--- config.mk ---
export PLATFORM = sky130hd
export DESIGN_NAME = mult_8x8_seq_sched
export DESIGN_NICKNAME = d
export VERILOG_FILES = /design/src/rtl/mult_8x8_seq_sched.sv
export SDC_FILE = /design/constraint.sdc
export NUM_CORES = 1
export LEC_CHECK = 0
export ABC_CLOCK_PERIOD_IN_PS = 5900
export CAP_MARGIN = 20
export CORE_UTILIZATION = 55
export CTS_CLUSTER_SIZE = 20
export DETAILED_ROUTE_END_ITERATION = 6
export PLACE_DENSITY = 0.81
export SYNTH_ARGS = -nofsm -noshare
export SYNTH_HDL_FRONTEND = slang
export SYNTH_SLANG_ARGS = --single-unit
--- constraint.sdc ---
create_clock -name clk -period 5.9 [get_ports clk]
set_input_delay 1.18 -clock clk [delete_from_list [all_inputs] [get_ports clk]]
set_output_delay 1.18 -clock clk [all_outputs]
set_load 0.1 [all_outputs]
--- src/rtl/mult_8x8_seq_sched.sv ---
// mult_8x8_seq_sched: sequential approximate 8x8 multiplier.
// One exact 4x4 partial-product unit is shared across four quadrant cycles.
// Each quadrant product is truncated by a runtime 2-bit code, shifted into
// place and added into a 16-bit accumulator.
//
// Optional feature macro: MULT_SEQ_EARLY_ZERO_EN
//   When defined, a zero operand finishes the operation straight from Q0.
//
// Ports:
//   clk, rst_n            clock, asynchronous active-low reset
//   in_valid/in_ready     operand handshake (in_ready high only in IDLE)
//   a, b                  8-bit operands
//   cfg_we, cfg_wdata     config register write port, codes {q3,q2,q1,q0}
//   cfg                   current config register contents
//   out_valid/out_ready   result handshake
//   r                     16-bit approximate product
//   busy                  high whenever the FSM is not in IDLE
module mult_8x8_seq_sched #(
  parameter logic [7:0] CFG_RESET = 8'h00
) (
  input  logic        clk,
  input  logic        rst_n,
  input  logic        in_valid,
  output logic        in_ready,
  input  logic [7:0]  a,
  input  logic [7:0]  b,
  input  logic        cfg_we,
  input  logic [7:0]  cfg_wdata,
  output logic [7:0]  cfg,
  output logic        out_valid,
  input  logic        out_ready,
  output logic [15:0] r,
  output logic        busy
);

  localparam int unsigned OP_W  = 8;
  localparam int unsigned NIB_W = 4;
  localparam int unsigned RES_W = 16;

  typedef enum logic [2:0] {
    IDLE = 3'd0,
    Q0   = 3'd1,
    Q1   = 3'd2,
    Q2   = 3'd3,
    Q3   = 3'd4,
    DONE = 3'd5
  } state_t;

  state_t state_q, state_d;

  logic [OP_W-1:0]  a_q, b_q, cfg_w;
  logic [RES_W-1:0] acc_q;

  logic             accept;
  logic [NIB_W-1:0] nib_a, nib_b;
  logic [1:0]       code;
  logic [3:0]       shamt;
  logic [OP_W-1:0]  pp, pp_trunc;
  logic [RES_W-1:0] term;

  assign accept = in_valid && (state_q == IDLE);

  // Next-state logic
  always_comb begin
    state_d = state_q;
    case (state_q)
      IDLE: if (accept) state_d = Q0;
      Q0: begin
        state_d = Q1;
`ifdef MULT_SEQ_EARLY_ZERO_EN
        if ((a_q == '0) || (b_q == '0)) state_d = DONE;
`endif
      end
      Q1:   state_d = Q2;
      Q2:   state_d = Q3;
      Q3:   state_d = DONE;
      DONE: if (out_ready) state_d = IDLE;
      default: state_d = IDLE;
    endcase
  end

  // State register; status outputs registered from the next state
  always_ff @(posedge clk or negedge rst_n) begin
    if (!rst_n) begin
      state_q   <= IDLE;
      in_ready  <= 1'b1;
      busy      <= 1'b0;
      out_valid <= 1'b0;
    end else begin
      state_q   <= state_d;
      in_ready  <= (state_d == IDLE);
      busy      <= (state_d != IDLE);
      out_valid <= (state_d == DONE);
    end
  end

  // Quadrant operand/shift/code select for the shared 4x4 unit
  always_comb begin
    nib_a = a_q[3:0];
    nib_b = b_q[3:0];
    code  = cfg_w[1:0];
    shamt = 4'd0;
    case (state_q)
      Q1: begin
        nib_b = b_q[7:4];
        code  = cfg_w[3:2];
        shamt = 4'd4;
      end
      Q2: begin
        nib_a = a_q[7:4];
        code  = cfg_w[5:4];
        shamt = 4'd4;
      end
      Q3: begin
        nib_a = a_q[7:4];
        nib_b = b_q[7:4];
        code  = cfg_w[7:6];
        shamt = 4'd8;
      end
      default: ;
    endcase
  end

  // Exact 4x4 product, then zero `code` LSBs and align
  assign pp       = OP_W'(nib_a) * OP_W'(nib_b);
  assign pp_trunc = pp & (8'hFF << code);
  assign term     = RES_W'(pp_trunc) << shamt;

  // Operand/working-config capture and accumulation
  always_ff @(posedge clk or negedge rst_n) begin
    if (!rst_n) begin
      a_q   <= '0;
      b_q   <= '0;
      cfg_w <= CFG_RESET;
      acc_q <= '0;
    end else if (accept) begin
      a_q   <= a;
      b_q   <= b;
      cfg_w <= cfg;
      acc_q <= '0;
    end else if ((state_q == Q0) || (state_q == Q1) ||
                 (state_q == Q2) || (state_q == Q3)) begin
      acc_q <= acc_q + term;
    end
  end

  // Config register, writable in any state
  always_ff @(posedge clk or negedge rst_n) begin
    if (!rst_n)      cfg <= CFG_RESET;
    else if (cfg_we) cfg <= cfg_wdata;
  end

  assign r = acc_q;

endmodule
# --- After elaboration in Yosys (flattened, before gate mapping) ---
# Cells that the tools add are included.
word_totals:
  reg_bits: 54
  input_bits: 29
  elab_cells: 40
classes:
  addsub: 1
  n_mul: 1
  n_eq_ne: 6
  n_shift: 2
  mux: 9
  bitwise_logic: 1
  n_reduce_logical: 11
op_table:
  columns: ["op", "n"]
  rows:
  - ["2-to-1 mux 16 bit", 2]
  - ["case mux 3 bit (6 select lines)", 1]
  - ["adder 16 bit", 1]
  - ["<< shifter 8 x 4 -> 16 bit", 1]
  - ["== test 3 bit, second input constant", 3]
  - ["AND 8 bit", 1]
  - ["multiplier 4 x 4 -> 8 bit", 1]
  - ["2-to-1 mux 4 bit", 2]
  - ["case mux 4 bit (2 select lines)", 1]
  - ["<< shifter 8 x 2 -> 8 bit, first input constant", 1]
  - ["== test 3 x 2 -> 1 bit, second input constant", 2]
  - ["logical NOT 3 bit", 2]
  - ["2-to-1 mux 3 bit", 2]
  - ["case mux 2 bit (3 select lines)", 1]
  - ["OR reduction 2 bit", 3]
  - ["== test 3 x 1 -> 1 bit, second input constant", 1]
  - ["logical OR 1 bit", 3]
  - ["nonzero test 3 bit", 1]
  - ["nonzero test 2 bit", 1]
  - ["logical AND 1 bit", 1]

# --- Depth between registers and ports, before layout ---
# Gate-level depths: netlist of the first run.
depth:
  word_depth: 9
  depth_mapped: 25
  depth_no_buf: 24

# --- Least setup slack after synthesis of the first run ---
# OpenSTA, ideal clock, no wires.
synth_path:
  path_kind: "flip-flop to flip-flop"
  startpoint: "reg state_q[2]"
  endpoint: "reg acc_q[15] (netlist: r[15])"
  arrival_time_ns: 5.034
  t_required_ns: 5.771
  setup_slack_ns: 0.738
  stages_incl_launch_ff: 26
  n_path_buf: 1
  cell_sequence: "dfrtp_1 > and2b_1 > buf_4 > a22o_1 > nand2_1 > o21ai_0 > a31oi_1 > or2_2 > fa_1 > inv_1 > fa_1 > inv_1 > fa_1 > inv_1 > a21o_1 > a21oi_1 > xor2_1 > mux2_2 > nor2_1 > ha_1 > a21oi_1 > o21ai_0 > or2_2 > a21oi_1 > mux2i_1 > nand3_1"
synth_between:
  elab_chain_cells: 9
synth_rtl:
  columns: ["item", "line", "text"]
  rows:
  - ["start, declared", "49", "state_t state_q, state_d;"]
  - ["start signal, assigned", "90", "state_q <= state_d;"]
  - ["== test 3 x 2 -> 1 bit (tied with other cells)", "103, 142", null]
  - ["OR reduction 2 bit (no line)", null, null]
  - ["2-to-1 mux 4 bit", "103", "case (state_q)"]
  - ["multiplier 4 x 4 -> 8 bit", "125", "assign pp = OP_W'(nib_a) * OP_W'(nib_b);"]
  - ["AND 8 bit", "126", "assign pp_trunc = pp & (8'hFF << code);"]
  - ["<< shifter 8 x 4 -> 16 bit", "127", "assign term = RES_W'(pp_trunc) << shamt;"]
  - ["adder 16 bit", "143", "acc_q <= acc_q + term;"]
  - ["2-to-1 mux 16 bit", "141", "end else if ((state_q == Q0) || (state_q == Q1) ||"]
  - ["2-to-1 mux 16 bit", "136", "end else if (accept) begin"]
  - ["end signal, assigned", "143", null]
  - ["end, declared", "52", "logic [RES_W-1:0] acc_q;"]
# Several ways; a longest one is shown, not always the timed one. The select of a mux whose other input is x is not followed.
# A chain may end at the register's enable or synchronous reset.

# --- Final worst setup path of the first run ---
layout_path:
  startpoint: "reg state_q[0]"
  endpoint: "reg acc_q[13] (netlist: r[13])"
# The elaborated chain is that of the path after synthesis.

==> qor.log, run 1 <==
qor: cts.clock_buffers_created_by_tritoncts 5
qor: synth.seq_area_frac_synth 0.363
qor: timing.timing.max_slew.rel_slack 0.347
qor: timing.timing_hold_violations_final 0
qor: placement.place_congestion 0.861
qor: placement.dp_hpwl 6360 um
qor: cts.clk_latency 0.33 ns
qor: grt.grt_pass1_wl 14700 um
qor: worst_setup_path.setup.worst_path.class reg -> reg
qor: die.num_io_pins 56
qor: cts.cts_hold_repair.buffers 0
qor: timing.timing_max_transition_violations_final 0
qor: timing.setup_total_negative_slack 0 ns
qor: placement.placedInstanceArea 4350 um^2
qor: detailed_routing.detail_route.vias_per_cell 5.94
qor: synth.synthesis.nets 492
qor: detailed_routing.drt_pre_antenna_iters 7
qor: worst_setup_path.worst_ep_required_time 6.10 ns
qor: worst_setup_path.cp-end-kind flip-flop
qor: worst_setup_path.critPathArrivalTime 5.76 ns
qor: timing.final.period_utilization 0.942
qor: grt.track_usage 0.256
qor: finish.drive_above_1_share 0.0969
qor: run.maxCapViolations 0
qor: die.die_x 84.3 um
qor: detailed_routing.drt_iter0_drc 251
qor: die.initial_utilization 0.579
qor: grt.grt_overflow_total 0
qor: worst_hold_path.worst_hold_path_type reg -> reg
qor: die.die_h 84.3 um
qor: detailed_routing.wl_per_cell 15.7 um
qor: synth.postSynthCellCount 431
qor: detailed_routing.dr_total_vias 3341
qor: die.floorplan.die_area 7100 um^2
qor: cts.clock_tree.buffer_depth 2
qor: timing.worst_tran_pin_value 0.976 ns
qor: synth.post-synth-top-area-fraction 0.356
qor: synth.synth_top_cells_by_count 94 x sky130_fd_sc_hd__nand2_1, 53 x sky130_fd_sc_hd__dfrtp_1, 35 x sky130_fd_sc_hd__nor2_1
qor: synth.synth_edf_count 0
qor: die.row_count 29
qor: finish.num_antenna_cells 0
qor: synth.yosysTopAreaCell sky130_fd_sc_hd__dfrtp_1
qor: synth.postSynth.asyncResetShare 1.00
qor: finish.design_area 4500 um^2
qor: cts.clockRootBuffer sky130_fd_sc_hd__clkbuf_8
qor: finish.finalNetCount 545
qor: status.failed_checks DRC
qor: placement.io_buffers 55
qor: worst_setup_path.timing.rr.start state_q[0]$_DFF_PN0_
qor: timing.final_critical_path_required_period 5.56 ns
qor: worst_setup_path.cp-startpoint state_q[0]$_DFF_PN0_
qor: timing.setup_skew 0.0126 ns
qor: cts.cts_tree built
qor: timing.fmax 0.180 GHz
qor: timing.hold-worst-slack 0.489 ns
qor: worst_setup_path.rr_worst_depth 23
qor: worst_hold_path.worst_hold_startpoint cfg_w[3]$_DFFE_PN0P_
qor: detailed_routing.wl 8840 um
qor: finish.area_growth 20.9%
qor: synth.postSynth.topFlopCell sky130_fd_sc_hd__dfrtp_1
qor: detailed_routing.antenna_left 0
qor: status.run_status complete, but fails checks
qor: worst_setup_path.critical_path_peak_fanout 10
qor: synth.ys_warn_count 0
qor: synth.synth_cell_types 59
qor: cts.cts.sink_count 54
qor: grt.number_of_global_route_vias_before_repair 3227
qor: synth.synth.area.top_cells sky130_fd_sc_hd__dfrtp_1 36%, sky130_fd_sc_hd__nand2_1 9.5%, sky130_fd_sc_hd__ha_1 9.1%
qor: cts.cts_htree_levels 2
qor: worst_setup_path.setup.worst_path.start_class flip-flop
qor: cts.cts.clk_slew.worst_paths 0.11 ns
qor: detailed_routing.detail_route.drc_violations 2
qor: grt.antenna_found_initial 0
qor: synth.syn-cell-area 3720 um^2
qor: worst_hold_path.hold-path-cell-count 2
qor: grt.grt_max_degree 55
qor: die.core_area 6420 um^2
qor: timing.finalSetupViolCount 0
qor: synth.synth_seq_cells 54
qor: synth.most_instantiated_library_cell_after_synthesis sky130_fd_sc_hd__nand2_1
qor: synth.synth.avg_cell_area 8.63 um^2
[state kept, by name (all words and copies together) (netlist names)]
| signal | cells |
|---|---|
| cfg | 8 |
| b_q | 8 |
| r | 16 |
| a_q | 8 |
| in_ready | 1 |
| busy | 1 |
| out_valid | 1 |
| cfg_w | 8 |
| state_q | 3 |
[cells in the final DEF, fill, tap and decap left out, types with 3 or more instances in the layout]
cell                              count
sky130_fd_sc_hd__nand2b_1             3
sky130_fd_sc_hd__and4_1               3
sky130_fd_sc_hd__nand3_1             23
sky130_fd_sc_hd__a22oi_1              3
sky130_fd_sc_hd__a211oi_1             5
sky130_fd_sc_hd__ha_1                27
sky130_fd_sc_hd__clkbuf_8             5
sky130_fd_sc_hd__o21ai_0             19
sky130_fd_sc_hd__o21ai_1              4
sky130_fd_sc_hd__or2_2                4
sky130_fd_sc_hd__o22ai_1              3
sky130_fd_sc_hd__a31oi_1              5
sky130_fd_sc_hd__mux2i_1              8
sky130_fd_sc_hd__xor2_1               3
sky130_fd_sc_hd__a21oi_1             20
sky130_fd_sc_hd__nand2_1             94
sky130_fd_sc_hd__a22o_1               3
sky130_fd_sc_hd__and3_1               4
sky130_fd_sc_hd__xnor2_1             12
sky130_fd_sc_hd__mux2_2               9
sky130_fd_sc_hd__buf_4                8
sky130_fd_sc_hd__fa_1                 5
sky130_fd_sc_hd__clkdlybuf4s50_1     54
sky130_fd_sc_hd__nor3_1               5
sky130_fd_sc_hd__nor2_1              35
sky130_fd_sc_hd__inv_1               14
sky130_fd_sc_hd__o31ai_1              3
sky130_fd_sc_hd__dfrtp_1             51
sky130_fd_sc_hd__a21o_1               6
[final timing paths]
check,endpoint,slack [ns]
setup / recovery,r[13]$_DFFE_PN0P_,0.34
hold / removal,cfg_w[3]$_DFFE_PN0P_,0.49
setup reg to reg,r[13]$_DFFE_PN0P_,0.34
hold reg to reg,cfg_w[3]$_DFFE_PN0P_,0.49
max in group asynchronous,state_q[2]$_DFF_PN0_,4.43
min in group asynchronous,r[8]$_DFFE_PN0P_,0.97
[layer usage]
| metal | up-vias | global-route usage | wire length [um] |
|---|---|---|---|
| li1 | 1614 | - | - |
| met1 | 1600 | 0.349 | 3980 |
| met2 | 107 | 0.417 | 4210 |
| met3 | 20 | 0.0403 | 492 |
| met4 | 0 | 0.0878 | 158 |
| met5 | - | 0 | 0 |
[layout make-up]
type / count / area, um^2
Fill cell: 511 / 1920
Tap cell: 77 / 96.3
Clock buffer: 5 / 68.8
Multi-Input combinational cell: 344 / 2260
Inverter: 15 / 56.3
Timing Repair Buffer: 64 / 613
Clock inverter: 3 / 48.8
Sequential cell: 54 / 1360
[cells by family (layout without fill, tap and decap cells)]
family          count (synthesis)  in the layout  share of synthesized area
fa+ha+maj                      32             32                      0.118
xor+xnor                       16             16                     0.0377
simple gates                  186            186                      0.227
flops                          54             54                      0.363
compound gates                 92             92                      0.164
buf+inv                        33             87                     0.0377
mux                            18             18                     0.0525
[timing repair]
| action | CTS | global route |
|---|---|---|
| gates resized for setup | 0 | 8 |
| setup buffers | 0 | 1 |
| endpoints found under the setup margin | 0 | 5 |
[critical path: stages (launching register included)]
cell	delay, ns
sky130_fd_sc_hd__dfrtp_1	0.54
sky130_fd_sc_hd__nor2_4	0.28
sky130_fd_sc_hd__a22oi_1	0.11
sky130_fd_sc_hd__o21ai_0	0.18
sky130_fd_sc_hd__a31oi_1	0.12
sky130_fd_sc_hd__or2_2	0.33
sky130_fd_sc_hd__fa_1	0.51
sky130_fd_sc_hd__inv_1	0.06
sky130_fd_sc_hd__fa_1	0.57
sky130_fd_sc_hd__inv_1	0.07
sky130_fd_sc_hd__fa_1	0.46
sky130_fd_sc_hd__inv_1	0.08
sky130_fd_sc_hd__a21o_1	0.11
sky130_fd_sc_hd__a21oi_1	0.07
sky130_fd_sc_hd__xor2_1	0.22
sky130_fd_sc_hd__mux2_2	0.19
sky130_fd_sc_hd__nor2_1	0.04
sky130_fd_sc_hd__ha_1	0.35
sky130_fd_sc_hd__nand2_1	0.10
sky130_fd_sc_hd__a211oi_2	0.26
sky130_fd_sc_hd__o21ai_0	0.20
sky130_fd_sc_hd__a21oi_1	0.24
sky130_fd_sc_hd__mux2i_1	0.20
sky130_fd_sc_hd__o311ai_0	0.13
[per-stage QoR]
step	std cells	setup WS, ns	utilization
2_1_floorplan	431	0.738	-
6_report	562	0.343	0.701
3_3_place_gp	553	0.453	0.677
3_5_place_dp	553	0.186	0.677
4_1_cts	561	0.0673	0.695
5_1_grt	562	-0.00316	0.701
Power of run 1 is left out: the tool's default activity adds up to more than one toggle a clock period on the data nets, which glitch-free logic cannot reach.
==> run 2, diff against run 1 <==
--- a/config.mk
+++ b/config.mk
@@ -8,6 +8,7 @@
 export ABC_CLOCK_PERIOD_IN_PS = 5900
 export CAP_MARGIN = 20
 export CORE_UTILIZATION = 55
+export CTS_BUF_LIST = sky130_fd_sc_hd__clkbuf_8 sky130_fd_sc_hd__clkbuf_16
 export CTS_CLUSTER_SIZE = 20
 export DETAILED_ROUTE_END_ITERATION = 6
 export PLACE_DENSITY = 0.81
==> results of run 2 <==
No change in the layout: final DEF, timing and power equal those of run 1.
Power of run 2 is left out for the same reason.
==> run 3, diff against run 2 <==
==> constraint.sdc (replaced) <==
create_clock -name clk -period 5.9 [get_ports clk]
set_input_delay 0.59 -clock clk [delete_from_list [all_inputs] [get_ports clk]]
set_output_delay 0.59 -clock clk [all_outputs]
set_load 0.1 [all_outputs]
==> results of run 3 <==
The final DEF is identical to that of run 1. Status: complete, but fails checks: DRC.
Among the figures that moved: hold slack 0.489 ns -> 0.377 ns
Power of run 3 is left out for the same reason.
